<file path="src/rtl/regfile_scoreboard.sv">
// Register file with NREAD combinational read ports, one write port and a tagged busy scoreboard.
// Latency: reads are combinational (0 cycles, optional same-cycle write bypass); state updates on posedge.
// Backpressure: none; issue always accepted (overwrites the tag), writeback always accepted.
module regfile_scoreboard #(
    parameter int XLEN   = 32,
    parameter int NREGS  = 32,
    parameter int NREAD  = 2,
    parameter int TAGW   = 3,
    parameter int BYPASS = 1,
    localparam int AW    = $clog2(NREGS)
) (
    input  logic                    clk,
    input  logic                    reset,
    input  logic [NREAD*AW-1:0]     rd_addr,
    output logic [NREAD*XLEN-1:0]   rd_data,
    output logic [NREAD-1:0]        rd_busy,
    input  logic                    wr_en,
    input  logic [AW-1:0]           wr_addr,
    input  logic [XLEN-1:0]         wr_data,
    input  logic [TAGW-1:0]         wr_tag,
    input  logic                    iss_en,
    input  logic [AW-1:0]           iss_addr,
    input  logic [TAGW-1:0]         iss_tag,
    input  logic                    flush,
    input  logic [AW-1:0]           dest_read,
    output logic [XLEN-1:0]         dest_value,
    output logic [AW:0]             busy_count
);

    logic [XLEN-1:0] regs [NREGS];
    logic [TAGW-1:0] tags [NREGS];
    logic [NREGS-1:0] busy;
    logic [NREGS-1:0] busy_nxt;
    logic [AW:0]      count_nxt;

    // A write to register 0 is discarded; it is the only source of new data.
    logic wr_live;
    assign wr_live = wr_en && (wr_addr != '0);

    // Forwarding is suppressed while in reset so every read port shows 0.
    logic byp_en;
    assign byp_en = (BYPASS != 0) && reset && wr_live;

    // Next busy vector: tag-matched writeback clears, then issue sets (issue wins), flush clears all.
    always_comb begin
        busy_nxt = busy;
        if (wr_live && (tags[wr_addr] == wr_tag)) begin
            busy_nxt[wr_addr] = 1'b0;
        end
        if (flush) begin
            busy_nxt = '0;
        end else if (iss_en && (iss_addr != '0)) begin
            busy_nxt[iss_addr] = 1'b1;
        end
        busy_nxt[0] = 1'b0;
    end

    // Population count of the next busy vector, registered alongside it.
    always_comb begin
        count_nxt = '0;
        for (int i = 0; i < NREGS; i++) begin
            count_nxt = count_nxt + {{AW{1'b0}}, busy_nxt[i]};
        end
    end

    // Data storage: every non-zero write lands, whatever the scoreboard says.
    always_ff @(posedge clk or negedge reset) begin
        if (!reset) begin
            for (int i = 0; i < NREGS; i++) begin
                regs[i] <= '0;
            end
        end else if (wr_live) begin
            regs[wr_addr] <= wr_data;
        end
    end

    // Scoreboard state: busy bits, producer tags and the busy population count.
    always_ff @(posedge clk or negedge reset) begin
        if (!reset) begin
            busy       <= '0;
            busy_count <= '0;
            for (int i = 0; i < NREGS; i++) begin
                tags[i] <= '0;
            end
        end else begin
            busy       <= busy_nxt;
            busy_count <= count_nxt;
            if (!flush && iss_en && (iss_addr != '0)) begin
                tags[iss_addr] <= iss_tag;
            end
        end
    end

    // Read ports: register 0 holds zero and is never busy, so no special case is needed here.
    for (genvar k = 0; k < NREAD; k++) begin : g_rd
        logic [AW-1:0] addr;
        logic          hit;
        assign addr = rd_addr[k*AW +: AW];
        assign hit  = byp_en && (wr_addr == addr);
        assign rd_data[k*XLEN +: XLEN] = hit ? wr_data : regs[addr];
        assign rd_busy[k] = hit ? (busy[addr] && (tags[addr] != wr_tag)) : busy[addr];
    end

    assign dest_value = (byp_en && (wr_addr == dest_read)) ? wr_data : regs[dest_read];

endmodule
</file>
<file path="config.mk">
export PLATFORM = sky130hd
export DESIGN_NAME = regfile_scoreboard
export DESIGN_NICKNAME = d
export VERILOG_FILES = /design/src/rtl/regfile_scoreboard.sv
export SDC_FILE = /design/constraint.sdc
export NUM_CORES = 2
export LEC_CHECK = 0
export BUFFER_PORTS_ARGS = -buffer_cell sky130_fd_sc_hd__buf_4
export CORE_UTILIZATION = 30
export DETAILED_ROUTE_END_ITERATION = 7
export PLACE_DENSITY = 0.53
export SLEW_MARGIN = 25
export SYNTH_ARGS = -nofsm -noshare
export SYNTH_HDL_FRONTEND = slang
export SYNTH_SLANG_ARGS = --single-unit
</file>
<file path="constraint.sdc">
create_clock -name clk -period 9.8 [get_ports clk]
set_input_delay 0.49 -clock clk [delete_from_list [all_inputs] [get_ports clk]]
set_output_delay 0.49 -clock clk [all_outputs]
set_load 0.01 [all_outputs]
</file>
==> impl_metrics.py <==
metrics = {
    "sta": {
        "clock.fmax_ghz": 0.140,
        "drv_slew": 0,
        "finalHoldViolCount": 0,
        "grt_setup_unrepaired": "no",
        "fin_crit_sh": 0.730,
        "relSlewSlack": 0.255,
        "fin_setup_tns_ns": 0,
        "worst_pin_slew_ns": 1.12,
        "setup_violations": 0,
        "finClkSkew_ns": 0.0393,
        "min_period_ns": 7.15,
    },
    "logic_synthesis": {
        "synth_commonest_cells": "1157 x dfrtp_1, 1030 x mux4_2, 950 x mux2_2",
        "ys.flop_type": "dfrtp_1",
        "synth_most_common_cell": "dfrtp_1",
        "avgSynthCellArea_sq_um": 15.8,
        "async_flop_share": 1.00,
        "syn_area_sq_um": 72300,
        "syn_inst": 4582,
        "ys_seq_area_frac": 0.401,
        "ys_seq_elements": 1157,
        "synth_top_area_cell": "dfrtp_1",
        "synth_edf_count": 0,
        "ys_types": 55,
        "ys_warn_count": 0,
        "synth.area.top_cells": "dfrtp_1 40%, mux4_2 32%, mux2_2 15%",
        "synthesis.nets": 4680,
        "yosysTopAreaCellShare": 0.401,
    },
    "global_routing": {
        "grt_start_max_net_pins": 162,
        "grt_pass1_wl_mm": 358,
        "globalRoute.totalOverflow": 0,
        "grt_antenna_before_repair": 10,
        "first_global_vias": 47800,
        "grt_usage": 0.203,
    },
    "layout": {
        "area_growth_pct": 12.1,
        "final_core_util": 0.339,
        "drive_above_1_share": 0.553,
        "nNetsFinal": 4552,
    },
    "status": {
        "outcome": "complete, no violations",
    },
    "cts": {
        "cts_tree": "yes",
        "clock_path_buffers": 3,
        "cts_root_buf": "clkbuf_16",
        "clk_latency_ns": 0.81,
        "numCtsBuffers": 141,
        "clock_sinks": 1157,
        "clk_pin_slew_ns": 0.06,
        "h-tree-depth": 4,
        "cts_setup_buffers": 0,
    },
    "critical_path": {
        "start_kind": "input port",
        "crit_required_ns": 10.49,
        "critPathMaxFanout": 31,
        "arrival_ns": 7.84,
        "crit_type": "in2reg",
        "worstSetupEndpointType": "register",
    },
    "floorplan": {
        "die_area_sq_um": 243000,
        "ios": 172,
        "die-width_um": 493,
        "start_util": 0.303,
        "die_h_um": 493,
        "rows": 179,
        "core_sq_um": 239000,
    },
    "routing": {
        "first_iter_violations": 4211,
        "routed_wl_mm": 246,
        "dr_total_vias": 45300,
        "vias_per_cell": 5.86,
        "drc": 0,
        "wire_per_inst_um": 31.7,
        "drtAntennaViolNets": 0,
        "first_pass_iters": 5,
    },
    "placed_design": {
        "gp_congestion": 0.818,
        "port_buffers": 171,
        "place_hpwl_mm": 140,
    },
    "power": {
        "p_leak_nw": 33.1,
        "powerDensity_nw_per_um2": 196,
        "ir_drop_v": 0.000174,
    },
    "hold_path": {
        "timing.hold.worst.class": "in2reg",
    },
    "run": {
        "drv_cap": 0,
    },
}
-- sequential cells by signal (all words and copies together), names as in the netlist --
signal,flops
busy,31
busy_count,6
tags,96
regs,1024
-- metal layers --
layer	vias up	GRT usage	share of wire
li1	18100	-	-
met3	367	0.0414	0.069
met4	12	0.0609	0.029
met1	25200	0.284	0.43
met2	1680	0.319	0.47
met5	-	0	0.00025
-- timing repair --
action	in CTS	in global routing
hold buffers	2	0
endpoints found under the setup margin	0	0
resized for setup	0	0
hold endpoints to repair	114	0
-- cell families after synthesis --
| family | synth area share |
|---|---|
| XOR/XNOR | 0.00338 |
| AND/OR/NAND/NOR | 0.0204 |
| multiplexers | 0.510 |
| buffers and inverters | 0.0389 |
| AO/OA/AOI/OAI | 0.0192 |
| adder cells (fa/ha/maj) | 0.00758 |
| flip-flops | 0.401 |
-- through the flow --
step                cell area [sq um]  hold WS, ns  cells  worst slack (ns)  total power [mW]
floorplan                       72300        0.194   4582              3.53              9.10
global placement                75900        0.392   7474              2.01              10.3
detailed placement              76000        0.403   7475              1.99              10.4
CTS                             81000       0.0264   7736              2.82              16.0
global route                    81000       0.0681   7738              2.41              16.6
finish                          81000       0.0824   7739              2.65              15.9
-- worst max-delay path: stages --
cell,delay [ns]
buf_4,0.30
nor2b_1,0.83
a22oi_1,0.16
nand4_1,0.21
nand4_1,0.33
xnor2_4,0.78
buf_4,0.35
a31o_1,0.20
fa_1,0.46
fa_1,0.51
fa_1,0.50
inv_1,0.05
fa_1,0.47
fa_1,0.51
fa_1,0.42
inv_1,0.08
fa_1,0.16
inv_1,0.06
fa_1,0.45
a21o_1,0.19
a21oi_1,0.18
xnor2_1,0.13
-- layout make-up --
class,count,area (sq um)
clock inverters,67,940
flip-flops and latches,1157,29000
inverters,34,128
repair buffers,268,2220
multi-input cells,2852,40800
fillers,23000,158000
well taps,3167,3960
diodes,2,5.00
clock buffers,192,4030
-- layout by cell type, fill, tap and decap left out, types with 21 or more instances in the layout --
cell | synthesis | routed
mux4_2 | 1030 | 1030
fa_1 | 23 | 23
a22oi_1 | 32 | 32
clkbuf_16 | 0 | 142
nor2_1 | 44 | 30
dfrtp_1 | 1157 | 1157
mux2i_1 | 148 | 148
buf_4 | 22 | 244
nand2_1 | 171 | 162
clkbuf_1 | 237 | 21
nand3_1 | 24 | 23
o21ai_1 | 92 | 92
mux2_2 | 950 | 950
inv_1 | 34 | 34
clkbuf_8 | 0 | 31
clkinv_2 | 0 | 26
mux2_1 | 131 | 131
-- where the power goes --
group / internal, mW / total (mW) / leakage [nW] / switching, mW
clock network: 3.31 / 5.60 / 2.42 / 2.28
registers: 5.64 / 6.42 / 14.9 / 0.784
logic: 2.34 / 3.87 / 15.8 / 1.54
total: 11.3 / 15.9 / 33.1 / 4.60
-- final timing paths --
kind,startpoint,to,slack (ns),cells past startpoint
max,wr_addr[1],busy_count[4]$_DFF_PN0_,2.65,22
min,iss_tag[1],tags[37]$_DFFE_PN0P_,0.08,3
max reg2reg,tags[8]$_DFFE_PN0P_,busy_count[4]$_DFF_PN0_,2.98,21
min reg2reg,regs[1023]$_DFFE_PN0P_,regs[1023]$_DFFE_PN0P_,0.41,0
max in group asynchronous,reset,regs[241]$_DFFE_PN0P_,6.52,5
min in group asynchronous,reset,tags[79]$_DFFE_PN0P_,0.23,2
Power figures use the tool's default switching activity.
